--- src/rtl/tdc_meas_ctrl_pkg.sv ---
// Shared types and defaults for the TDC measurement sequencer.
package tdc_meas_ctrl_pkg;

  localparam int DIG_OUT_DEFAULT = 8;
  localparam int DEFAULT_TIMEOUT = 64;

  typedef enum logic [2:0] {
    MC_IDLE      = 3'd0,
    MC_ARM       = 3'd1,
    MC_WAIT_HIT  = 3'd2,
    MC_WAIT_DONE = 3'd3,
    MC_HOLD      = 3'd4
  } mc_state_t;

  // One counter serves both the timeout and the holdoff, so size it for the larger.
  function automatic int tmo_width(input int timeout, input int holdoff);
    int m;
    m = (timeout > holdoff) ? timeout : holdoff;
    return $clog2(m) + 1;
  endfunction

endpackage

--- src/rtl/tdc_coarse_cnt.sv ---
// Saturating up-counter with clear, enable and freeze; clear has priority.
module tdc_coarse_cnt #(
  parameter int W = 12
) (
  input  logic         clk,
  input  logic         rst_n,
  input  logic         clr,
  input  logic         en,
  input  logic         freeze,
  output logic [W-1:0] count
);

  always_ff @(posedge clk) begin
    if (!rst_n) begin
      count <= '0;
    end else if (clr) begin
      count <= '0;
    end else if (en && !freeze && (count != '1)) begin
      count <= count + W'(1);
    end
  end

endmodule

--- src/rtl/tdc_meas_ctrl.sv ---
// TDC measurement sequencer: arms the TDC, gates the hit, times the coarse
// interval and hands {coarse, fine} to a one-entry valid/ready output register.
module tdc_meas_ctrl
  import tdc_meas_ctrl_pkg::*;
#(
  parameter int DIG_OUT  = DIG_OUT_DEFAULT,
  parameter int COARSE_W = 12,
  parameter int TIMEOUT  = DEFAULT_TIMEOUT,
  parameter int HOLDOFF  = 4,
  parameter int DROP_W   = 8
) (
  input  logic                        iClk,
  input  logic                        iRst,
  input  logic                        iStart,
  input  logic                        iContinuous,
  input  logic                        iHitRaw,
  output logic                        oHitGate,
  output logic                        oTdcRst,
  input  logic                        iTdcDone,
  input  logic [DIG_OUT-1:0]          iTdcRes,
  output logic [COARSE_W+DIG_OUT-1:0] oData,
  output logic                        oValid,
  input  logic                        iReady,
  output logic                        oBusy,
  output logic                        oTimeout,
  output logic [DROP_W-1:0]           oDropCnt
);

  localparam int TMO_W = tmo_width(TIMEOUT, HOLDOFF);

  mc_state_t           state;
  logic                gate_en;
  logic                done_prev;
  logic [COARSE_W-1:0] coarse;
  logic [TMO_W-1:0]    tmo;
  logic                done_edge;
  logic                tmo_expired;
  logic                hold_over;
  logic                coarse_clr;
  logic                coarse_en;
  logic                tmo_clr;
  logic                tmo_en;

  // No register on the hit path: any added delay here would skew the fine measurement.
  assign oHitGate    = iHitRaw & gate_en;
  assign done_edge   = iTdcDone & ~done_prev;
  assign tmo_expired = (tmo == TMO_W'(TIMEOUT - 1));
  assign hold_over   = (tmo == TMO_W'(HOLDOFF - 1));

  always_comb begin
    coarse_clr = 1'b0;
    coarse_en  = 1'b0;
    tmo_clr    = 1'b0;
    tmo_en     = 1'b0;
    case (state)
      MC_ARM: begin
        coarse_clr = 1'b1;
        tmo_clr    = 1'b1;
      end
      MC_WAIT_HIT: begin
        coarse_en = 1'b1;
        tmo_en    = 1'b1;
        tmo_clr   = iHitRaw | tmo_expired;
      end
      MC_WAIT_DONE: begin
        tmo_en  = 1'b1;
        tmo_clr = done_edge | tmo_expired;
      end
      MC_HOLD: begin
        tmo_en  = 1'b1;
        tmo_clr = hold_over;
      end
      default: ;
    endcase
  end

  tdc_coarse_cnt #(.W(COARSE_W)) u_coarse (
    .clk    (iClk),
    .rst_n  (iRst),
    .clr    (coarse_clr),
    .en     (coarse_en),
    .freeze (iHitRaw),
    .count  (coarse)
  );

  tdc_coarse_cnt #(.W(TMO_W)) u_tmo (
    .clk    (iClk),
    .rst_n  (iRst),
    .clr    (tmo_clr),
    .en     (tmo_en),
    .freeze (1'b0),
    .count  (tmo)
  );

  always_ff @(posedge iClk) begin
    if (!iRst) begin
      state     <= MC_IDLE;
      gate_en   <= 1'b0;
      done_prev <= 1'b0;
      oTdcRst   <= 1'b0;
      oData     <= '0;
      oValid    <= 1'b0;
      oBusy     <= 1'b0;
      oTimeout  <= 1'b0;
      oDropCnt  <= '0;
    end else begin
      done_prev <= iTdcDone;
      oTdcRst   <= 1'b0;
      oTimeout  <= 1'b0;
      if (oValid && iReady) oValid <= 1'b0;
      case (state)
        MC_IDLE: begin
          if (iStart || iContinuous) begin
            state   <= MC_ARM;
            oTdcRst <= 1'b1;
            oBusy   <= 1'b1;
          end
        end
        MC_ARM: begin
          state   <= MC_WAIT_HIT;
          gate_en <= 1'b1;
        end
        MC_WAIT_HIT: begin
          if (iHitRaw) begin
            state   <= MC_WAIT_DONE;
            gate_en <= 1'b0;
          end else if (tmo_expired) begin
            state    <= MC_HOLD;
            gate_en  <= 1'b0;
            oTimeout <= 1'b1;
          end
        end
        MC_WAIT_DONE: begin
          if (done_edge) begin
            state <= MC_HOLD;
            // A result still waiting for the consumer wins; the new one is counted as lost.
            if (!oValid || iReady) begin
              oData  <= {coarse, iTdcRes};
              oValid <= 1'b1;
            end else if (oDropCnt != '1) begin
              oDropCnt <= oDropCnt + DROP_W'(1);
            end
          end else if (tmo_expired) begin
            state    <= MC_HOLD;
            oTimeout <= 1'b1;
          end
        end
        MC_HOLD: begin
          if (hold_over) begin
            if (iContinuous) begin
              state   <= MC_ARM;
              oTdcRst <= 1'b1;
            end else begin
              state <= MC_IDLE;
              oBusy <= 1'b0;
            end
          end
        end
        default: begin
          state   <= MC_IDLE;
          gate_en <= 1'b0;
          oBusy   <= 1'b0;
        end
      endcase
    end
  end

endmodule

--- config.mk ---
export PLATFORM = sky130hd
export DESIGN_NAME = tdc_meas_ctrl
export DESIGN_NICKNAME = d
export VERILOG_FILES = /design/src/rtl/tdc_meas_ctrl_pkg.sv /design/src/rtl/tdc_coarse_cnt.sv /design/src/rtl/tdc_meas_ctrl.sv
export SDC_FILE = /design/constraint.sdc
export NUM_CORES = 1
export LEC_CHECK = 0
export BUFFER_PORTS_ARGS = -buffer_cell sky130_fd_sc_hd__buf_2
export CAP_MARGIN = 40
export CELL_PAD_IN_SITES_DETAIL_PLACEMENT = 0
export CELL_PAD_IN_SITES_GLOBAL_PLACEMENT = 2
export CORE_MARGIN = 10
export CORE_UTILIZATION = 34
export CTS_CLUSTER_DIAMETER = 40
export DETAILED_ROUTE_END_ITERATION = 12
export PLACE_DENSITY_LB_ADDON = 0.1
export SLEW_MARGIN = 20
export SYNTH_ARGS = -nofsm -noshare
export SYNTH_HDL_FRONTEND = slang
export SYNTH_SLANG_ARGS = --single-unit
--- constraint.sdc ---
create_clock -name iClk -period 3.9 [get_ports iClk]
set_clock_uncertainty 0.05 [all_clocks]
set_input_delay 0.195 -clock iClk [delete_from_list [all_inputs] [get_ports iClk]]
set_output_delay 0.195 -clock iClk [all_outputs]
set_load 0.05 [all_outputs]
# Word-level counts from Yosys, hierarchy flattened
# Cells that the tools add are included.
[classes] bitwise=9 n_reduce_logical=19 mux=30 eq_ne=13 add_sub_neg=3
[ops] cell="$mux W1" count=19
[ops] cell="$mux W3" count=5
[ops] cell="$pmux W3 S5" count=1
[ops] cell="$add A12 B1 Y12 const B" count=1
[ops] cell="$ne A12 B12 Y1 const B" count=1
[ops] cell="$reduce_or A3 Y1" count=3
[ops] cell="$add A8 B1 Y8 const B" count=1
[ops] cell="$ne A8 B8 Y1 const B" count=1
[ops] cell="$reduce_and A4 Y1" count=2
[ops] cell="$add A7 B1 Y7 const B" count=1
[ops] cell="$eq A7 B2 Y1 const B" count=1
[ops] cell="$eq A7 B6 Y1 const B" count=1
[ops] cell="$ne A7 B7 Y1 const B" count=1
[ops] cell="$eq A3 B2 Y1 const B" count=2
[ops] cell="$ne A2 B2 Y1 const B" count=3
[ops] cell="$pmux W1 S3" count=2
[ops] cell="$not A1 Y1" count=5
[ops] cell="$logic_and A1 B1 Y1" count=4
[ops] cell="$pmux W1 S2" count=2
[ops] cell="$pmux W1 S4" count=1
[ops] cell="$reduce_and A2 Y1" count=2
[ops] cell="$reduce_or A2 Y1" count=2
[ops] cell="$eq A3 B1 Y1 const B" count=1
[ops] cell="$eq A3 B3 Y1 const B" count=1
[ops] cell="7 further kinds" count=11
[word_totals] register_bits=56 out_inout_bits=33

# Depth between registers and ports, before layout
# Gate-level depths: netlist of the first run.
[depth] word_depth=5 mapped_depth=6

# Cells and area by module
# A second synthesis of the first run with hierarchy kept.
[hier_totals] cells_unflattened=324 area_unflattened_um2=2701.3
[by_module_without_submodules] module="tdc_meas_ctrl" area_per_inst_um2=1712.9 cells_each=213 n_inst=1
[by_module_without_submodules] module="tdc_coarse_cnt (u_coarse)" area_per_inst_um2=623.1 cells_each=72 n_inst=1
[by_module_without_submodules] module="tdc_coarse_cnt (u_tmo)" area_per_inst_um2=365.4 cells_each=39 n_inst=1

# Worst setup path after synthesis of the first run
# Ideal clock, no wire load.
[synth_timing] path_kind="flip-flop to flip-flop" start="reg oDropCnt[2]" end="reg oDropCnt[3]" arrival_ns=1.725 required_time_ns=3.780 synth_period_minus_slack_ns=1.845 path_slack_ns=2.055 n_path_buf=0 stages_incl_launch_ff=6 path_cell_list="dfxtp_1 -> and3_1 -> and3_1 -> a31oi_2 -> a31o_2 -> a21oi_1"
[synth_between] elab_chain_cells=2 elab_cells_between_ends=3
[synth_lines] item="start: declaration" line_no="tdc_meas_ctrl.sv:26" source="output logic [DROP_W-1:0] oDropCnt"
[synth_lines] item="start signal: assignment" line_no="tdc_meas_ctrl.sv:141" source="oDropCnt <= oDropCnt + DROP_W'(1);"
[synth_lines] item="branches (longest 2 deep; another with $add A8 B1 Y8)"
# Parallel ways; which one is timed is not known.
# A chain may end at the register's enable or synchronous reset.

# Worst setup path in the final report of the first run
[layout_timing] start="reg state[2]" end="reg oData[13]"
[layout_between] elab_chain_cells=2
[layout_lines] item="start: declaration" line_no="tdc_meas_ctrl.sv:31" source="mc_state_t state;"
[layout_lines] item="start signal: assignment" line_no="tdc_meas_ctrl.sv:97" source="state <= MC_IDLE;"
[layout_lines] item="start signal: assignment" line_no="tdc_meas_ctrl.sv:114" source="state <= MC_ARM;"
[layout_lines] item="start signal: assignment" line_no="tdc_meas_ctrl.sv:120" source="state <= MC_WAIT_HIT;"
[layout_lines] item="$eq A3 B2 Y1" line_no="tdc_meas_ctrl.sv:111" source="case (state)"
[layout_lines] item="$reduce_and A3 Y1 (no source line)"
[layout_lines] item="end signal: assignment" line_no="tdc_meas_ctrl.sv:138" source="oData <= {coarse, iTdcRes};"
[layout_lines] item="end: declaration" line_no="tdc_meas_ctrl.sv:21" source="output logic [COARSE_W+DIG_OUT-1:0] oData,"
# Every way passes these cells.

==> flow_metrics.tcl, run 1 <==
set metrics [dict create \
    synth-edff-count 0 \
    fin_crit_sh_pct 51.0 \
    grt_pass1_wl_um 10300 \
    grt_pass1_vias 2126 \
    max_freq_ghz 0.503 \
    cts.sinks 56 \
    die_h_um 106 \
    ys_types 52 \
    cts_root_buf "clkbuf_8" \
    p_seq_share_pct 50.8 \
    swShare_pct 25.1 \
    syn2layout_area_growth_pct 19.1 \
    die_x_um 106 \
    h-tree-depth 2 \
    ys_ff_latch 56 \
    clock_path_buffers 2 \
    rsz0062_at_grt "false" \
    placed_cells 436 \
    async_reset_ff_share_pct 0 \
    rows 31 \
    grtUsageMet2_pct 17.0 \
    hold-worst-slack_ns 0.0573 \
    num_antenna_cells 0 \
    clkTransAtPathRegs_ns 0.10 \
    yosysSeqAreaShare_pct 44.9 \
    place_hpwl_um 4460 \
    finalWeightedCongestion 0.728 \
    pwr-share-clk_pct 39.0 \
    syn_area_per_cell_um2 8.35 \
    vias 2173 \
    ys.flop_type "dfxtp_1" \
    max_slew.worst_pin.slew_ns 0.701 \
    endpoint_kind "flop" \
    finalSetupViolCount 0 \
    hold_path_class "primary input to flop" \
    cts_tree "yes" \
    antenna_left 0 \
    crit_required_ns 4.10 \
    period_needed_ns 1.99 \
    powerDensity_mw_per_mm2 397 \
    fillCellCount 808 \
    coreArea_mm2 0.00721 \
    grt-busiest-layer "met2" \
    grt_max_degree 25 \
    syn_nets 317 \
    fin_tns_setup_ns 0 \
    dieArea_mm2 0.0112 \
    internal_power_mw 0.884 \
    dr.pass1.iters 4 \
    drc_errors 0 \
    ctsHoldBuffers 0 \
    io_pins 48 \
    drive_gt1_share_pct 20.9 \
    hold_violations 0 \
    ys_warn_count 0 \
    synthCells 299 \
    combPwrFrac_pct 10.2 \
    path_max_fanout 20 \
    leakagePower_nw 1.17 \
    crit_path_start_kind "flop" \
    outcome "finished, final reports clean" \
    cap_violations 0 \
    critPathArrivalTime_ns 2.19 \
    antenna_found_initial 0 \
    final_cell_mix "nand2_1 (57), dfxtp_1 (56), buf_2 (47)" \
    vias_per_cell 4.89 \
    insertion_delay_ns 0.31 \
    crit_type "flop to flop" \
    start_util_pct 34.6 \
    post_drt_wl_per_cell_um 13.7 \
    grt_use_met3_pct 3.47 \
    wirelength_um 6070 \
    numCtsBuffers 5 \
    vdd.ir_drop.worst_mv 0.145 \
    grt_usage_pct 10.8 \
    drtIter0Drc 36 \
    mostFrequentLayoutCell "nand2_1" \
    io_buffers 47 \
    syn_area_mm2 0.00250 \
    met1_usage_pct 13.7 \
    post_cts_buffers 0 \
    slew_viol_final 0 \
    final_cells 444 \
    final_nets 362 \
    cts_resized 0 \
    grt-ovfl-total 0 \
    p_switching_mw 0.297 \
    max_slew_margin_pct 53.3 \
]
==> registers in the layout, summed over array words and instances (netlist names) <==
name	count
done_prev	1
state	3
u_tmo.count	7
oDropCnt	8
oBusy	1
oTdcRst	1
gate_en	1
oValid	1
oTimeout	1
u_coarse.count	12
oData	20
==> synth_stat cells (2+ instances only) <==
master    instances  area, um2
clkbuf_1          9       33.8
xnor2_1           9       78.8
and2_1            5       31.3
a211o_1           3       26.3
dfxtp_1          56       1120
nor3_2            2       20.0
nand4_1           6       37.5
nand2_1          57        214
ha_1              3       37.5
mux2i_1           4       40.0
nor3_1            3       15.0
a31oi_1           2       12.5
nor2b_1           4       25.0
xor2_1            7       61.3
a31o_2            2       17.5
inv_1             8       30.0
and3_1            4       25.0
nor2_1           32        120
nand2b_1          4       25.0
a21oi_1          28        140
nand3_1          13       65.1
o21ai_0           7       35.0
and4_1            2       17.5
==> logic make-up (layout without fill, tap and decap cells) <==
family	after synthesis	in the layout	share of synthesized area, %
AOI/OAI and AO/OA	56	56	14.7
xor gates and xnor gates	16	16	5.61
adders and majority gates	3	3	1.50
buffers and inverters	20	66	3.36
DFF	56	56	44.9
muxes	4	4	1.60
and+or+nand+nor	144	144	28.3
==> metrics by stage <==
step	utilization, %	instance area (um2)	power, mW	setup slack, ns
3_3_place_gp	39.1	2820	0.736	1.95
6_report	41.2	2980	1.18	1.91
2_1_floorplan	-	2500	0.701	2.05
4_1_cts	41.2	2980	1.20	1.92
3_5_place_dp	39.3	2840	0.736	1.94
5_1_grt	41.2	2980	1.24	1.72
==> routing by layer <==
layer / vias to the layer above / wire (um)
li1: 1113 / -
met1: 1007 / 2870
met2: 44 / 2770
met3: 9 / 354
met4: 0 / 76
met5: - / 0
==> critical path, cell delays in order, from the launching register on <==
cell,delay (ns)
dfxtp_1,0.65
nand2b_1,0.31
or3_1,0.61
nand2_1,0.14
a21oi_1,0.16
==> layout make-up <==
class	instances	area (um2)	area share, %
clock buffers	5	68.8	2.31
clock inverters	3	68.8	2.31
inverters	8	30.0	1.01
multi-input cells	223	1300	43.6
flip-flops and latches	56	1120	37.7
well taps	99	124	4.16
repair buffers	50	265	8.92
==> power groups by stage <==
| stage | registers (mW) | clock network [mW] | logic (mW) |
|---|---|---|---|
| finish | 0.601 | 0.460 | 0.121 |
| global route | 0.604 | 0.499 | 0.136 |
| detailed placement | 0.614 | 0 | 0.122 |
| CTS | 0.601 | 0.475 | 0.123 |
| floorplan | 0.624 | 0 | 0.0767 |
| global placement | 0.614 | 0 | 0.121 |
==> final timing paths <==
kind                                  from   endpoint  slack (ns)  cells after the start
worst max-delay path              state[2]  oData[13]        1.91                      4
worst min-delay path            iTdcRes[4]   oData[4]        0.06                      3
worst max register to register    state[2]  oData[13]        1.91                      4
worst min register to register    oData[1]   oData[1]        0.41                      2
Note: power is estimated with default switching activity, not from simulation.
==> run 2, diff against run 1 <==
--- a/config.mk
+++ b/config.mk
@@ -10,7 +10,7 @@
 export CELL_PAD_IN_SITES_DETAIL_PLACEMENT = 0
 export CELL_PAD_IN_SITES_GLOBAL_PLACEMENT = 2
 export CORE_MARGIN = 10
-export CORE_UTILIZATION = 34
+export CORE_UTILIZATION = 32
 export CTS_CLUSTER_DIAMETER = 40
 export DETAILED_ROUTE_END_ITERATION = 12
 export PLACE_DENSITY_LB_ADDON = 0.1
==> constraint.sdc (replaced) <==
create_clock -name iClk -period 1.85 [get_ports iClk]
set_clock_uncertainty 0.05 [all_clocks]
set_input_delay 0.0925 -clock iClk [delete_from_list [all_inputs] [get_ports iClk]]
set_output_delay 0.0925 -clock iClk [all_outputs]
set_load 0.05 [all_outputs]
==> flow_metrics.tcl, run 2 (same netlist as run 1, synthesis figures left out) <==
set metrics [dict create \
    syn2layout_area_growth_pct 27.0 \
    finalWeightedCongestion 0.730 \
    grt-ovfl-total 0 \
    post_drt_wl_per_cell_um 13.1 \
    powerDensity_mw_per_mm2 753 \
    antenna_left 0 \
    grt_max_degree 26 \
    grt-busiest-layer "met2" \
    cts_tree "yes" \
    vias 2214 \
    fillCellCount 803 \
    rows 32 \
    vias_per_cell 4.70 \
    cts_root_buf "clkbuf_8" \
    drive_gt1_share_pct 23.6 \
    period_needed_ns 1.73 \
    coreArea_mm2 0.00765 \
    crit_type "flop to flop" \
    rsz0062_at_grt "false" \
    insertion_delay_ns 0.31 \
    clkTransAtPathRegs_ns 0.10 \
    final_nets 386 \
    grt_pass1_wl_um 10400 \
    final_cell_mix "nand2_1 (57), dfxtp_1 (56), buf_2 (47)" \
    grt_use_met3_pct 2.86 \
    drc_errors 0 \
    met1_usage_pct 13.4 \
    drtIter0Drc 42 \
    h-tree-depth 2 \
    critPathArrivalTime_ns 1.88 \
    die_h_um 108 \
    leakagePower_nw 1.27 \
    crit_required_ns 2.00 \
    finalSetupViolCount 0 \
    grt_pass1_vias 2148 \
    largest_register_ffs 20 \
    reg.largest.list "oData (20), u_coarse.count (12), oDropCnt (8)" \
    max_slew_margin_pct 63.5 \
    hold_violations 0 \
    fin_tns_setup_ns 0 \
    endpoint_kind "flop" \
    cap_violations 0 \
    place_hpwl_um 4630 \
    r2r_cells 6 \
    crit_path_start_kind "flop" \
    post_cts_buffers 0 \
    whs_path_depth 2 \
    antenna_found_initial 0 \
    grt_usage_pct 10.6 \
    wirelength_um 6190 \
    clock_path_buffers 2 \
    outcome "finished, final reports clean" \
    start_util_pct 32.7 \
    max_freq_ghz 0.578 \
    final_util_pct 41.5 \
    slew_viol_final 0 \
    numCtsBuffers 5 \
    cts.sinks 56 \
    vdd.ir_drop.worst_mv 0.324 \
    max_slew.worst_pin.slew_ns 0.546 \
    path_max_fanout 7 \
    mostFrequentLayoutCell "nand2_1" \
    regMostFlops "oData" \
    dieArea_mm2 0.0117 \
    grtUsageMet2_pct 17.2 \
    dr.pass1.iters 5 \
    io_pins 48 \
    num_antenna_cells 0 \
    die_x_um 108 \
    fin_crit_sh_pct 93.5 \
    hold_path_class "primary input to flop" \
    io_buffers 47 \
]
==> run 2: path summary, 6_finish.rpt <==
path | startpoint | end | slack (ns)
max | u_tmo.count[1] | u_tmo.count[0] | 0.12
min | iContinuous | oBusy | 0.02
max reg2reg | u_tmo.count[1] | u_tmo.count[0] | 0.12
min reg2reg | oData[15] | oData[15] | 0.41
==> run 2: repair_timing <==
action,CTS,global route
hold buffers,9,0
setup endpoints to repair,0,7
resized for setup,0,1
hold endpoints to repair,9,0
==> run 2: through the flow <==
stage          power, mW  hold WS (ns)  cell area, um2  setup slack (ns)  cells
6_report            2.39        0.0167            3170             0.119    471
5_1_grt             2.50        0.0202            3170           0.00126    471
4_1_cts             2.43       0.00117            3160            0.0341    471
3_5_place_dp        1.57         0.291            2960            0.0409    454
3_3_place_gp        1.57         0.285            2960             0.127    454
2_1_floorplan       1.48         0.164            2500           0.00451    299
==> run 2: metal layers <==
| metal | up-vias | routed length (um) | part of all wire, % |
|---|---|---|---|
| li1 | 1166 | - | - |
| met1 | 1002 | 2960 | 48 |
| met2 | 41 | 2840 | 46 |
| met3 | 5 | 313 | 5.1 |
| met4 | 0 | 68 | 1.1 |
| met5 | - | 0 | 0 |
==> run 2: final cells by class <==
| class | count | area (um2) | share of cell area (%) |
|---|---|---|---|
| well taps | 102 | 128 | 4.02 |
| inverters | 8 | 30.0 | 0.947 |
| flip-flops and latches | 56 | 1120 | 35.3 |
| clock buffers | 5 | 68.8 | 2.17 |
| repair buffers | 74 | 473 | 14.9 |
| multi-input cells | 223 | 1310 | 41.1 |
| clock inverters | 3 | 46.3 | 1.46 |
==> run 2: power by group <==
group / internal (mW) / total [mW] / switching [mW] / leakage (nW)
Sequential: 1.23 / 1.26 / 0.0261 / 0.453
Clock: 0.409 / 0.833 / 0.424 / 0.0548
Combinational: 0.114 / 0.297 / 0.183 / 0.764
==> run 2: critical path: stages (launching register included) <==
cell and delay, ns:
dfxtp_1 0.39, ha_1 0.18, nor2b_1 0.16, nand4_1 0.21, a41o_1 0.32, o21ai_4 0.22
nor2_1 0.08
